$ cat src/rtl/parte_controllo.sv
// parte_controllo: Moore control unit of the pixel run-length serial transmitter.
//
// It sequences the datapath that takes pixels over a dav_/rfd handshake,
// counts runs of equal colour, and shifts a 10-bit frame out on txd when the
// colour changes or the line ends.
//
// Ports:
//   clock       rising-edge system clock
//   reset_      synchronous reset, active HIGH despite the trailing underscore
//   dav_        producer data-valid, active low
//   endline     producer end-of-line flag, meaningful only with dav_=0
//   c_same      datapath status: incoming colore equals stored COLORE
//   c_zero      datapath status: COUNT == FRAME_LAST (last serial bit)
//   b[9:0]      datapath select vector, decoded from the state register
//   state_dbg   current state code, for checkers and debug
//   frame_sync  high while in S3 on the cycle the local bit index reaches
//               FRAME_LAST; it mirrors the datapath COUNT for cross-checking c_zero
//
// Handshake: a pixel is taken only on the S0->S1 edge, i.e. while rfd is set
// and dav_ is low. S4 clears rfd and waits for dav_ to go high again, so one
// dav_ low pulse is exactly one pixel, however long the producer holds it.

module parte_controllo #(
  parameter int unsigned FRAME_LAST = 0
) (
  input  logic       clock,
  input  logic       reset_,
  input  logic       dav_,
  input  logic       endline,
  input  logic       c_same,
  input  logic       c_zero,
  output logic [9:0] b,
  output logic [2:0] state_dbg,
  output logic       frame_sync
);

  typedef enum logic [2:0] {
    S0 = 3'd0,  // request: rfd set, wait for a pixel
    S1 = 3'd1,  // accumulate: count if same colour
    S2 = 3'd2,  // load frame, restart run, load COUNT=9
    S3 = 3'd3,  // shift the frame out on txd
    S4 = 3'd4   // acknowledge: rfd clear until dav_ returns high
  } state_t;

  // Select vectors per state. Field layout (bit positions):
  //   {b0,b1} N, {b3,b2} COUNT, {b5,b4} BUFFER, {b7,b6} RFD, b8 COLORE, b9 TXD
  localparam logic [9:0] B_S0 = 10'h329;
  localparam logic [9:0] B_S1 = 10'h3A8;
  localparam logic [9:0] B_S2 = 10'h286;
  localparam logic [9:0] B_S3 = 10'h191;
  localparam logic [9:0] B_S4 = 10'h369;

  state_t     state;
  logic [3:0] bit_idx;

  always_ff @(posedge clock) begin
    if (reset_) begin
      state   <= S0;
      bit_idx <= 4'd0;
    end else begin
      case (state)
        S0: if (!dav_) state <= S1;
        S1: state <= (endline || !c_same) ? S2 : S4;
        S2: begin
          state   <= S3;
          bit_idx <= 4'd9;
        end
        S3: begin
          if (c_zero) state <= S4;
          if (bit_idx != 4'd0) bit_idx <= bit_idx - 4'd1;
        end
        S4: if (dav_) state <= S0;
        // Codes 5..7 are unreachable; fall back to the request state.
        default: state <= S0;
      endcase
    end
  end

  // Pure decode of the state register, so b changes only on the clock edge.
  always_comb begin
    b = B_S0;
    case (state)
      S0:      b = B_S0;
      S1:      b = B_S1;
      S2:      b = B_S2;
      S3:      b = B_S3;
      S4:      b = B_S4;
      default: b = B_S0;
    endcase
  end

  assign state_dbg  = state;
  assign frame_sync = (state == S3) && (bit_idx == 4'(FRAME_LAST));

endmodule

$ cat config.mk
export PLATFORM = sky130hd
export DESIGN_NAME = parte_controllo
export DESIGN_NICKNAME = d
export VERILOG_FILES = /design/src/rtl/parte_controllo.sv
export SDC_FILE = /design/constraint.sdc
export NUM_CORES = 1
export LEC_CHECK = 0
export CAP_MARGIN = 5
export CORE_AREA = 2 2 39 41
export CTS_BUF_LIST = sky130_fd_sc_hd__clkbuf_8
export DETAILED_ROUTE_END_ITERATION = 12
export DIE_AREA = 0 0 41 43
export PLACE_DENSITY_LB_ADDON = 0.08
export SLEW_MARGIN = 10
export SYNTH_ARGS = -nofsm -noshare
export SYNTH_HDL_FRONTEND = slang
export SYNTH_SLANG_ARGS = --single-unit
$ cat constraint.sdc
create_clock -name clock -period 2.7 [get_ports clock]
set_clock_uncertainty 0.1 [all_clocks]
set_input_delay 0.27 -clock clock [delete_from_list [all_inputs] [get_ports clock]]
set_output_delay 0.27 -clock clock [all_outputs]
set_load 0.01 [all_outputs]
# Word level (Yosys, flattened, before mapping)
# Index checks and enable logic that the tools add are counted.
# op_classes
n_addsub	1
eq_ne	8
n_mux	8
reduce_logical	9
# op_table
op	count
10-bit case mux with 4 select lines	1
3-bit case mux with 5 select lines	1
3-bit two-way mux	4
2-bit != test, second input constant	4
4-bit case mux with 2 select lines	1
3-bit by 2-bit equality test with 1-bit output, second input constant	2
4-bit logical NOT	1
4-bit two-way mux	1
4-bit nonzero test	1
4-bit by 1-bit subtractor with 4-bit output, second input constant	1
3-bit by 1-bit equality test with 1-bit output, second input constant	1
3-bit equality test, second input constant	1
3-bit logical NOT	1
3-bit AND reduction	1
2-bit AND reduction	1
2-bit nonzero test	1
1-bit logical AND	1
1-bit logical NOT	1
1-bit logical OR	1
# word_totals
register_bits	7
output_inout_bits	14
word_cells	28

# Logic depth before layout (Yosys ltp)
# depth
depth_word	4
mapped_depth	5
mapped_depth_nobuf	5

# Worst setup path after synthesis
# OpenSTA, ideal clock, no wires.
# synth_timing
kind	register to register
start	reg bit_idx[0]
end	reg bit_idx[0]
setup_time_ns	0.103
arrival_ns	1.451
required_ns	2.497
slack_ns	1.046
stages_incl_launch_ff	6
n_path_buf	0
synth_period_minus_slack_ns	1.654
cell_sequence	dfxtp_1 > inv_1 > ha_1 > or3b_4 > and4_4 > a2111oi_2
# synth_via
elab_chain_len	3
elab_cells_between_ends	6
cone_classes	add/sub: 1; eq/ne: 1; mux: 2; reduce/logical: 2
# synth_lines
element	line_no	rtl
start: declaration	54	logic [3:0] bit_idx;
start signal: assignment	70	if (bit_idx != 4'd0) bit_idx <= bit_idx - 4'd1;
4-bit by 1-bit subtractor with 4-bit output / 4-bit nonzero test (equally long branches)	70	
4-bit two-way mux / 2-bit != test (equally long branches)	-	
4-bit case mux with 2 select lines / 2-bit AND reduction (equally long branches)	-	
# Several ways; a longest one is shown, not always the timed one. The select of a mux whose other input is x is not followed.
# A chain may end at the register's enable or synchronous reset.

# Worst setup path after layout
# layout_timing
start	reg bit_idx[0]
end	out frame_sync
# layout_via
elab_chain_len	2
# layout_lines
element	line_no	rtl
4-bit logical NOT	93	assign frame_sync = (state == S3) && (bit_idx == 4'(FRAME_LAST));
1-bit logical AND	93	
end: declaration	34	output logic frame_sync
# No other way between the ends.

==> qor.yml <==
clock-sinks: 7
yosysUniqueCellTypes: 28
status: "completed"
critPathMaxStageDelay_ps: 540
cts_setup_buffers: 0
start_util_pct: 33.1
fp.coreArea_mm2: 0.00138
synth_edf_count: 0
peakVddDrop_v: 0.000191
fillers: 139
wire_per_inst_um: 11.2
switchingPower_uw: 103
busiest_layer: "met1"
crit_path_max_fanout: 5
p_sw_share_pct: 27.7
finalHoldViolCount: 0
cts_tree: "done"
tightest_slew_ps: 452
clkPwrFrac_pct: 38.8
setup_viol: 0
drt_iter0_markers: 6
yosys-top-cells-count: "dfxtp_1, inv_1, nand2_1"
grt_pass1_wl_mm: 1.77
synthFlopType: "dfxtp_1"
die_h_um: 43
fin_tns_setup_ps: 0
crit_required_ps: 2330
crit_path_end_kind: "output port"
whs_ps: 399
finalCritPeriodShare_pct: 83.9
slew_viol_final: 0
layout_min_cycle_time_ps: 2270
ant_nets: 0
clockBufferDepth: 2
gr-total-overflow: 0
arrival_ps: 1900
gp_congestion: 0.649
antenna_cells: 0
synth_area_um2: 458
grt_util_met3_pct: 4.71
met1_usage_pct: 21.3
vias: 464
critPathLaunchType: "flop"
pin_count: 20
netlist_instances: 59
p_int_uw: 268
synth-async-reset-ratio_pct: 0
synth_top_area_share_pct: 30.6
path_clk_slew_ps: 40
cp_slowest_cell: "clkdlybuf4s50_1"
slew_headroom_pct: 69.8
grt_pass1_vias: 413
power_frac_seq_pct: 33.7
viasPerCell: 4.99
drt_wl_total_mm: 1.04
powerDensity_mw_per_mm2: 541
htreeDepth: 1
cts_buffers: 3
cp_cell_sequence: "inv_1 > ha_1 > or3b_4 > nor2_1 > clkdlybuf4s50_1"
power_frac_comb_pct: 27.5
drv_cap: 0
p_leak_uw: 0.000258
clock-root-buffer: "clkbuf_8"
syn_area_per_cell_um2: 7.76
synth_seq_cells: 7
dieArea_mm2: 0.00176
cts_resized: 0
syn-num-nets: 66
power_uw: 371
numPortBuffers: 19
antenna_found_initial: 0
cp_num_buf_inv: 2
area_growth_pct: 49.7
dp_hpwl_um: 783
dr.pass1.iters: 2
synthTopCellsByArea: "dfxtp_1, inv_1, nor3b_1, a31oi_1, nand2b_1"
grt_max_degree: 14
worst_skew_pair.late_latency_ps: 230
remaining_drc_errors: 0
seq_area_frac_synth_pct: 30.6
rsz0062_at_grt: "false"
fin_nets: 85
use_met2_pct: 18.8
synth_warnings: 0
dieWidth_um: 41
rows: 14
hold_buffers: 0
timing.fmax_ghz: 0.441
grt.total_usage_pct: 14.8
path_class: "reg -> out"
synth_top_cell_by_area: "dfxtp_1"
hp-class: "reg -> reg"
drive_above_1_share_pct: 7.79
crit_family: "buffers and inverters"
path summary, 6_finish.rpt:
check / from / endpoint / slack, ps / cells after the start
worst max-delay path: bit_idx[0]$_SDFFE_PP0P_ / frame_sync / 430 / 5
worst min-delay path: bit_idx[1]$_SDFFE_PP0P_ / bit_idx[1]$_SDFFE_PP0P_ / 400 / 2
worst max register to register: bit_idx[0]$_SDFFE_PP0P_ / bit_idx[0]$_SDFFE_PP0P_ / 950 / 5
worst min register to register: bit_idx[1]$_SDFFE_PP0P_ / bit_idx[1]$_SDFFE_PP0P_ / 400 / 2
stage by stage:
stage | worst slack [ps] | area (µm²) | std cells | utilization, %
global route | 360 | 686 | 93 | 49.5
detailed placement | 672 | 641 | 89 | 46.3
finish | 434 | 686 | 93 | 49.5
global placement | 708 | 641 | 89 | 46.3
CTS | 427 | 686 | 93 | 49.5
floorplan | 1050 | 458 | 59 | -
flip-flops by register name, indices dropped and copies added, names as in the netlist:
register / count
bit_idx: 4
state_dbg: 3
routing by layer:
layer / wire length (µm) / share of wire (%)
met4: 21 / 2.0
met1: 508 / 49
met3: 40 / 3.8
met5: 0 / 0
met2: 471 / 45
logic make-up after synthesis:
logic type / Yosys count / synth area share [%]
AO/OA/AOI/OAI: 12 / 18.3
buffers and inverters: 12 / 11.7
adder cells (fa/ha/maj): 1 / 2.73
flip-flops: 7 / 30.6
XOR/XNOR: 1 / 1.91
AND/OR/NAND/NOR: 26 / 34.7
layout make-up:
| type | instances | area (µm²) | share of cell area [%] |
|---|---|---|---|
| clock inverter | 1 | 3.75 | 0.547 |
| tap | 16 | 20.0 | 2.92 |
| multi-input combinational | 40 | 264 | 38.5 |
| clock buffer | 3 | 41.3 | 6.02 |
| timing repair buffer | 19 | 190 | 27.7 |
| sequential | 7 | 140 | 20.4 |
| inverter | 7 | 26.3 | 3.83 |
worst reg2reg max path, cell delays in order (launching register included):
cell and delay [ps]:
dfxtp_1 330, inv_1 100, ha_1 190, or3b_4 410, and4_4 200, a2111oi_2 310
power by group through the flow:
stage | logic, µW | registers [µW] | clock network [µW]
global placement | 103 | 127 | 0
CTS | 104 | 125 | 147
detailed placement | 103 | 127 | 0
global route | 112 | 126 | 155
finish | 102 | 125 | 144
floorplan | 63.4 | 120 | 0
placed cells by master (no fill, tap or decap), types with 2 or more instances in the layout:
cell / count
dfxtp_1: 7
nor3_1: 3
clkdlybuf4s50_1: 19
nor2b_1: 2
a31oi_1: 3
nand2b_1: 3
a21oi_1: 3
nor3b_1: 3
nand2_1: 4
clkbuf_8: 3
nor2_1: 3
inv_1: 8
and2b_1: 2
Note: power is estimated with default switching activity, not from simulation.
